--- src/rtl/prism_sp_puzzle_sw_fifo_port_pkg.sv ---
// Shared register map and bit positions for the software puzzle FIFO endpoint.
package prism_sp_pkg;

  typedef enum logic [1:0] {
    REG_TXDATA  = 2'd0,
    REG_RXDATA  = 2'd1,
    REG_STATUS  = 2'd2,
    REG_CONTROL = 2'd3
  } reg_addr_e;

  localparam int ST_TX_LEVEL_LSB = 0;
  localparam int ST_RX_LEVEL_LSB = 8;
  localparam int ST_TX_FULL      = 16;
  localparam int ST_RX_EMPTY     = 17;
  localparam int ST_TX_OVF       = 18;
  localparam int ST_TX_UDF       = 19;
  localparam int ST_RX_OVF       = 20;
  localparam int ST_RX_UDF       = 21;

  localparam int CTL_FLUSH_TX    = 0;
  localparam int CTL_FLUSH_RX    = 1;
  localparam int CTL_CLR_STICKY  = 2;

endpackage

--- src/rtl/prism_sp_puzzle_sw_fifo_port_if.sv ---
// CPU register bus plus puzzle fifo_read/fifo_write channels of the software endpoint.
interface prism_sp_puzzle_sw_fifo_port_if #(
  parameter int DATA_WIDTH = 32
);
  logic                  reg_wr_en;
  logic                  reg_rd_en;
  logic [1:0]            reg_addr;
  logic [DATA_WIDTH-1:0] reg_wdata;
  logic [DATA_WIDTH-1:0] reg_rdata;
  logic                  reg_rvalid;
  logic                  fr_rd_en;
  logic [DATA_WIDTH-1:0] fr_rd_data;
  logic                  fr_empty;
  logic                  fw_wr_en;
  logic [DATA_WIDTH-1:0] fw_wr_data;
  logic                  fw_full;
  logic                  irq;

  modport master (
    output reg_wr_en, reg_rd_en, reg_addr, reg_wdata, fr_rd_en, fw_wr_en, fw_wr_data,
    input  reg_rdata, reg_rvalid, fr_rd_data, fr_empty, fw_full, irq
  );

  modport slave (
    input  reg_wr_en, reg_rd_en, reg_addr, reg_wdata, fr_rd_en, fw_wr_en, fw_wr_data,
    output reg_rdata, reg_rvalid, fr_rd_data, fr_empty, fw_full, irq
  );
endinterface

--- src/rtl/prism_sp_puzzle_sw_fifo_port_sync_fifo.sv ---
// Synchronous FWFT FIFO with level, flush and single-cycle overflow/underflow pulses.
module prism_sp_sync_fifo #(
  parameter int DATA_WIDTH = 32,
  parameter int DEPTH      = 16
) (
  input  logic                    clk,
  input  logic                    rst,
  input  logic                    push,
  input  logic                    pop,
  input  logic                    flush,
  input  logic [DATA_WIDTH-1:0]   din,
  output logic [DATA_WIDTH-1:0]   dout,
  output logic [$clog2(DEPTH):0]  level,
  output logic                    full,
  output logic                    empty,
  output logic                    ovf,
  output logic                    udf
);
  localparam int PTR_W   = $clog2(DEPTH);
  localparam int LEVEL_W = PTR_W + 1;

  logic [DATA_WIDTH-1:0] mem [DEPTH];
  logic [PTR_W-1:0]      wr_ptr;
  logic [PTR_W-1:0]      rd_ptr;
  logic                  push_ok;
  logic                  pop_ok;

  // Full/empty gate push/pop from the pre-edge level; flush suppresses both and their flags.
  always_comb begin
    full    = (level == LEVEL_W'(DEPTH));
    empty   = (level == '0);
    push_ok = push && !full && !flush;
    pop_ok  = pop && !empty && !flush;
    ovf     = push && full && !flush;
    udf     = pop && empty && !flush;
    dout    = empty ? '0 : mem[rd_ptr];
  end

  always_ff @(posedge clk) begin
    if (push_ok) begin
      mem[wr_ptr] <= din;
    end
  end

  always_ff @(posedge clk) begin
    if (rst || flush) begin
      wr_ptr <= '0;
      rd_ptr <= '0;
      level  <= '0;
    end else begin
      if (push_ok) begin
        wr_ptr <= wr_ptr + PTR_W'(1);
      end
      if (pop_ok) begin
        rd_ptr <= rd_ptr + PTR_W'(1);
      end
      unique case ({push_ok, pop_ok})
        2'b10:   level <= level + LEVEL_W'(1);
        2'b01:   level <= level - LEVEL_W'(1);
        default: level <= level;
      endcase
    end
  end

endmodule

--- src/rtl/prism_sp_puzzle_sw_fifo_port.sv ---
// Software endpoint for one puzzle FIFO channel pair: TX/RX queues, register decode,
// sticky error flags and the registered read-data path.
module prism_sp_puzzle_sw_fifo_port
  import prism_sp_pkg::*;
#(
  parameter int DATA_WIDTH = 32,
  parameter int DEPTH      = 16
) (
  input logic                          clock,
  input logic                          reset,
  prism_sp_puzzle_sw_fifo_port_if.slave bus
);
  localparam int LEVEL_W = $clog2(DEPTH) + 1;

  reg_addr_e             addr;
  logic                  ctl_wr;
  logic                  tx_push;
  logic                  tx_flush;
  logic                  rx_pop;
  logic                  rx_flush;
  logic                  clr_sticky;
  logic                  rx_hit;

  logic [DATA_WIDTH-1:0] tx_head;
  logic [DATA_WIDTH-1:0] rx_head;
  logic [LEVEL_W-1:0]    tx_level;
  logic [LEVEL_W-1:0]    rx_level;
  logic                  tx_full;
  logic                  tx_empty;
  logic                  rx_full;
  logic                  rx_empty;
  logic                  tx_ovf_p;
  logic                  tx_udf_p;
  logic                  rx_ovf_p;
  logic                  rx_udf_p;

  logic                  tx_ovf_q;
  logic                  tx_udf_q;
  logic                  rx_ovf_q;
  logic                  rx_udf_q;

  logic [DATA_WIDTH-1:0] status;
  logic [DATA_WIDTH-1:0] rdata_d;
  logic [DATA_WIDTH-1:0] rdata_q;
  logic                  rvalid_q;

  assign addr = reg_addr_e'(bus.reg_addr);

  always_comb begin
    ctl_wr     = bus.reg_wr_en && (addr == REG_CONTROL);
    tx_push    = bus.reg_wr_en && (addr == REG_TXDATA);
    rx_pop     = bus.reg_rd_en && (addr == REG_RXDATA);
    tx_flush   = ctl_wr && bus.reg_wdata[CTL_FLUSH_TX];
    rx_flush   = ctl_wr && bus.reg_wdata[CTL_FLUSH_RX];
    clr_sticky = ctl_wr && bus.reg_wdata[CTL_CLR_STICKY];
    rx_hit     = rx_pop && !rx_empty && !rx_flush;
  end

  prism_sp_sync_fifo #(
    .DATA_WIDTH (DATA_WIDTH),
    .DEPTH      (DEPTH)
  ) u_tx_fifo (
    .clk   (clock),
    .rst   (reset),
    .push  (tx_push),
    .pop   (bus.fr_rd_en),
    .flush (tx_flush),
    .din   (bus.reg_wdata),
    .dout  (tx_head),
    .level (tx_level),
    .full  (tx_full),
    .empty (tx_empty),
    .ovf   (tx_ovf_p),
    .udf   (tx_udf_p)
  );

  prism_sp_sync_fifo #(
    .DATA_WIDTH (DATA_WIDTH),
    .DEPTH      (DEPTH)
  ) u_rx_fifo (
    .clk   (clock),
    .rst   (reset),
    .push  (bus.fw_wr_en),
    .pop   (rx_pop),
    .flush (rx_flush),
    .din   (bus.fw_wr_data),
    .dout  (rx_head),
    .level (rx_level),
    .full  (rx_full),
    .empty (rx_empty),
    .ovf   (rx_ovf_p),
    .udf   (rx_udf_p)
  );

  always_comb begin
    status                              = '0;
    status[ST_TX_LEVEL_LSB +: LEVEL_W]  = tx_level;
    status[ST_RX_LEVEL_LSB +: LEVEL_W]  = rx_level;
    status[ST_TX_FULL]                  = tx_full;
    status[ST_RX_EMPTY]                 = rx_empty;
    status[ST_TX_OVF]                   = tx_ovf_q;
    status[ST_TX_UDF]                   = tx_udf_q;
    status[ST_RX_OVF]                   = rx_ovf_q;
    status[ST_RX_UDF]                   = rx_udf_q;
  end

  always_comb begin
    rdata_d = '0;
    if (bus.reg_rd_en) begin
      unique case (addr)
        REG_RXDATA: rdata_d = rx_hit ? rx_head : '0;
        REG_STATUS: rdata_d = status;
        default:    rdata_d = '0;
      endcase
    end
  end

  // A fresh error pulse outranks a same-cycle clear so no event is lost.
  always_ff @(posedge clock) begin
    if (reset) begin
      tx_ovf_q <= 1'b0;
      tx_udf_q <= 1'b0;
      rx_ovf_q <= 1'b0;
      rx_udf_q <= 1'b0;
      rdata_q  <= '0;
      rvalid_q <= 1'b0;
    end else begin
      tx_ovf_q <= (tx_ovf_q && !clr_sticky) || tx_ovf_p;
      tx_udf_q <= (tx_udf_q && !clr_sticky) || tx_udf_p;
      rx_ovf_q <= (rx_ovf_q && !clr_sticky) || rx_ovf_p;
      rx_udf_q <= (rx_udf_q && !clr_sticky) || rx_udf_p;
      rdata_q  <= rdata_d;
      rvalid_q <= bus.reg_rd_en;
    end
  end

  assign bus.reg_rdata  = rdata_q;
  assign bus.reg_rvalid = rvalid_q;
  assign bus.fr_rd_data = tx_head;
  assign bus.fr_empty   = tx_empty;
  assign bus.fw_full    = rx_full;
  assign bus.irq        = !rx_empty || tx_ovf_q || tx_udf_q || rx_ovf_q || rx_udf_q;

endmodule

--- src/flat_wrapper.sv ---
// flat-port wrapper written by rule: the top's interface ports become plain ports
module prism_sp_puzzle_sw_fifo_port_flat import prism_sp_pkg::*;
#(
  parameter int DATA_WIDTH = 32,
  parameter int DEPTH      = 16
)
  (clock, reset, bus_reg_wr_en, bus_reg_rd_en, bus_reg_addr, bus_reg_wdata, bus_fr_rd_en, bus_fw_wr_en, bus_fw_wr_data, bus_reg_rdata, bus_reg_rvalid, bus_fr_rd_data, bus_fr_empty, bus_fw_full, bus_irq);
  prism_sp_puzzle_sw_fifo_port_if #(.DATA_WIDTH(DATA_WIDTH)) bus_i ();
  input logic clock;
  input logic reset;
  input wire logic [$bits(bus_i.reg_wr_en)-1:0] bus_reg_wr_en;
  input wire logic [$bits(bus_i.reg_rd_en)-1:0] bus_reg_rd_en;
  input wire logic [$bits(bus_i.reg_addr)-1:0] bus_reg_addr;
  input wire logic [$bits(bus_i.reg_wdata)-1:0] bus_reg_wdata;
  input wire logic [$bits(bus_i.fr_rd_en)-1:0] bus_fr_rd_en;
  input wire logic [$bits(bus_i.fw_wr_en)-1:0] bus_fw_wr_en;
  input wire logic [$bits(bus_i.fw_wr_data)-1:0] bus_fw_wr_data;
  output wire logic [$bits(bus_i.reg_rdata)-1:0] bus_reg_rdata;
  output wire logic [$bits(bus_i.reg_rvalid)-1:0] bus_reg_rvalid;
  output wire logic [$bits(bus_i.fr_rd_data)-1:0] bus_fr_rd_data;
  output wire logic [$bits(bus_i.fr_empty)-1:0] bus_fr_empty;
  output wire logic [$bits(bus_i.fw_full)-1:0] bus_fw_full;
  output wire logic [$bits(bus_i.irq)-1:0] bus_irq;
  assign bus_i.reg_wr_en = bus_reg_wr_en;
  assign bus_i.reg_rd_en = bus_reg_rd_en;
  assign bus_i.reg_addr = bus_reg_addr;
  assign bus_i.reg_wdata = bus_reg_wdata;
  assign bus_i.fr_rd_en = bus_fr_rd_en;
  assign bus_i.fw_wr_en = bus_fw_wr_en;
  assign bus_i.fw_wr_data = bus_fw_wr_data;
  assign bus_reg_rdata = bus_i.reg_rdata;
  assign bus_reg_rvalid = bus_i.reg_rvalid;
  assign bus_fr_rd_data = bus_i.fr_rd_data;
  assign bus_fr_empty = bus_i.fr_empty;
  assign bus_fw_full = bus_i.fw_full;
  assign bus_irq = bus_i.irq;
  prism_sp_puzzle_sw_fifo_port #(.DATA_WIDTH(DATA_WIDTH), .DEPTH(DEPTH)) u_core (.clock(clock), .reset(reset), .bus(bus_i));
endmodule
--- config.mk ---
export PLATFORM = sky130hd
export DESIGN_NAME = prism_sp_puzzle_sw_fifo_port_flat
export DESIGN_NICKNAME = d
export VERILOG_FILES = /design/src/rtl/prism_sp_puzzle_sw_fifo_port_pkg.sv /design/src/rtl/prism_sp_puzzle_sw_fifo_port_if.sv /design/src/rtl/prism_sp_puzzle_sw_fifo_port_sync_fifo.sv /design/src/rtl/prism_sp_puzzle_sw_fifo_port.sv /design/src/flat_wrapper.sv
export SDC_FILE = /design/constraint.sdc
export NUM_CORES = 1
export LEC_CHECK = 0
export CAP_MARGIN = 20
export CORE_MARGIN = 2
export CORE_UTILIZATION = 66
export DETAILED_ROUTE_END_ITERATION = 6
export GPL_TIMING_DRIVEN = 1
export PLACE_DENSITY = 0.88
export SYNTH_ARGS = -nofsm -noshare
export SYNTH_HDL_FRONTEND = slang
export SYNTH_HIERARCHICAL = 1
export SYNTH_SLANG_ARGS = --single-unit
--- constraint.sdc ---
create_clock -name clock -period 9.8 [get_ports clock]
set_input_delay 1.47 -clock clock [delete_from_list [all_inputs] [get_ports clock]]
set_output_delay 1.47 -clock clock [all_outputs]
set_load 0.01 [all_outputs]
==> impl_results.md <==
* Site Rows at 92
* Post-CTS sizing at 0
* RSZ-0062 raised after global routing: no
* Sum Neg Setup Slack at 0 ns
* GR Util All Layers at 31.02%
* Slew @ Worst Pin at 1.115 ns
* Routability cong. at 0.8260
* LEAKAGE at 14.74 nW
* Worst-path fanout max at 76
* Vias in the first global route at 22330
* Global-route wire length before repair at 147.6 mm
* Synth Warn # at 6
* Die Y at 256.9 µm
* Synthesized Nets at 2059
* Most frequent cells in the layout: 1024 x edfxtp_1, 256 x mux4_2, 139 x clkdlybuf4s50_1
* Crit start category: register
* Pin count of the biggest net entering global routing at 77
* Final Hold Viols at 0
* Remaining DRCs at 0
* Sequential share of the synthesized area at 76.22%
* Slew HR at 25.67%
* Final period util at 56.91%
* Number of port buffers at 139
* Flops & latches, synth at 1095
* CP arrival at 4.11 ns
* Hpwl dp at 52.39 mm
* Area grow syn2layout at 14.49%
* Final WL at 100.4 mm
* Drt wl/cell at 32.54 µm
* H-Tree Depth at 3
* Req. time, crit path at 8.33 ns
* Nets at 2241
* CP max stage cell: buf_4
* Number of setup buffers added after CTS at 0
* Num CTS Buffers at 104
* Clk_skew at 0.01773 ns
* Placed Cells at 2887
* Syn avg cell area at 21.46 µm²
* Minimum clock period at 5.577 ns
* Pwr dens at 225.6 nW/µm²
* Initial antenna violation count at 7
* Critical Path Max Stage Delay at 0.94 ns
* Die area at 65990 µm²
* Vias post-DR at 21340
* Outcome: finished, final reports clean
* Die X at 256.9 µm
* Post-synth ARST share at 0%
* Detailed Routing Iterations Pass 1 at 5
* Final Util at 76.47%
* Longest Clk Path Bufs at 3
* GRT overflow at 0
* Cells along the critical path: buf_4 -> mux4_2 -> mux2i_1 -> o22ai_1 -> clkdlybuf4s50_1
* Hold Crit Class: reg -> reg
* Clock sinks at 1095
* Post-Layout Cell Count at 3086
* Setup CP Type: reg -> out
* Top Ports at 140
* DR vias/cell at 6.914
* Post-synth EDFFs at 1024
* Setup slack, reg-to-reg at 6.35 ns
* Number of library cell types mapped by synthesis at 54
* Peak supply drop at 0.1713 mV
* Worst skew pair latency at 0.68 ns
* Cell count after synthesis at 1967
* Hold buffers post-CTS at 0
* Final setup fails at 0
* Share of layout cells above drive strength 1 at 23.50%
* Initial Util at 66.79%
* Most common cell after layout, fill and taps aside: edfxtp_1
* Core Box Area at 63200 µm²
* MaxCap Viol Count at 0
* F_max at 179.3 MHz
* Post-Syn Area at 42210 µm²
* Final max-slew violation count at 0
* Worst setup EP type: output pin
* Number of routed nets with antenna violations at 0
* CTS root buf: clkbuf_16
* TritonCTS clock tree: done
* CTS clk-pin slew, worst paths at 0.06 ns
* DR iter-0 viols at 2689
* Ys flop type: edfxtp_1
==> report_power, final <==
part	switching (W)	internal, W
clock network	0.00173	0.00243
registers	0.0000761	0.00517
logic	0.000769	0.000725
total	0.00258	0.00832
==> per-layer routing <==
| layer | global-route usage, % | vias to the layer above | part of all wire [%] |
|---|---|---|---|
| met1 | 39.28 | 11080 | 34 |
| met2 | 53.59 | 1420 | 53 |
| li1 | - | 8534 | - |
| met4 | 13.10 | 12 | 4.0 |
| met3 | 5.565 | 288 | 8.9 |
| met5 | 0 | - | 0.096 |
==> synthesized netlist by cell type, types with 4 or more instances <==
library cell / number / area (µm²)
buf_1: 23 / 86.33
dfxtp_1: 71 / 1421
nor2_1: 56 / 210.2
or3_1: 5 / 31.28
nand2_1: 34 / 127.6
clkbuf_1: 30 / 112.6
nand2b_1: 7 / 43.79
mux4_2: 256 / 5766
o21ai_0: 6 / 30.03
ha_1: 20 / 250.2
nor3_1: 12 / 60.06
nand3_1: 25 / 125.1
o211ai_1: 8 / 60.06
buf_6: 11 / 123.9
a21o_1: 4 / 30.03
buf_4: 4 / 30.03
buf_2: 39 / 195.2
inv_1: 17 / 63.81
o21a_1: 8 / 60.06
nor3b_1: 6 / 45.04
a21oi_1: 6 / 30.03
o21ai_2: 12 / 105.1
mux2i_1: 134 / 1341
xnor2_1: 4 / 35.03
xor2_1: 10 / 87.58
o22ai_1: 64 / 400.4
a211o_1: 4 / 35.03
and2_1: 18 / 112.6
edfxtp_1: 1024 / 30750
==> state kept, by name (all words and copies together), names as in the netlist, 4 cells and up, named ones only <==
name,count
u_core/bus.reg_rdata,32
u_core/u_rx_fifo/level,5
u_core/u_rx_fifo/mem,512
u_core/u_rx_fifo/rd_ptr,4
u_core/u_rx_fifo/wr_ptr,4
u_core/u_tx_fifo/level,5
u_core/u_tx_fifo/mem,512
u_core/u_tx_fifo/rd_ptr,4
u_core/u_tx_fifo/wr_ptr,4
==> through the flow <==
stage | instance area, µm² | hold WS [ns] | setup WS (ns) | power, W
2_1_floorplan | 42210 | 0.4515 | 4.530 | 0.006291
3_3_place_gp | 44660 | 0.4993 | 4.668 | 0.006738
3_5_place_dp | 44720 | 0.5075 | 4.522 | 0.006794
4_1_cts | 48270 | 0.5198 | 3.969 | 0.01093
5_1_grt | 48320 | 0.5497 | 4.095 | 0.01119
6_report | 48330 | 0.5246 | 4.223 | 0.01090
==> worst max-delay path, delay by kind of cell, from the launching register on <==
kind	cells	cell delay, ns
flops	1	0.85
mux	2	0.53
compound gates	1	0.44
buf+inv	2	1.57
==> path summary, 6_finish.rpt <==
| kind | start | to | depth (start not counted) |
|---|---|---|---|
| setup reg to reg | u_core/u_rx_fifo/level[1] | u_core/u_rx_fifo/mem[0][25] | 5 |
| hold / removal | u_core/rx_ovf_q | u_core/bus.reg_rdata[20] | 2 |
| setup / recovery | register | bus_fr_rd_data[4] | 5 |
| hold reg to reg | u_core/rx_ovf_q | u_core/bus.reg_rdata[20] | 2 |
==> cell families (layout without fill, tap and decap cells) <==
logic type                 after synthesis  in the layout  synth area share, %
DFF                                   1095           1095                76.22
adders and majority gates               20             20               0.5929
and+or+nand+nor                        190            190                2.351
muxes                                  390            390                16.84
AOI/OAI and AO/OA                      130            130                2.176
buffers and inverters                  128            399                1.533
xor gates and xnor gates                14             14               0.2905
other                                    0              2                    0
==> cell type report <==
cell class	instances	area, µm²
Clock buffer	135	2810
Clock inverter	60	737.0
Fill cell	3117	14870
Timing Repair Buffer	187	1832
Antenna cell	2	5.005
Tap cell	846	1059
Inverter	17	63.81
Sequential cell	1095	32190
Multi-Input combinational cell	744	9625
(Power assumes the default switching activity.)
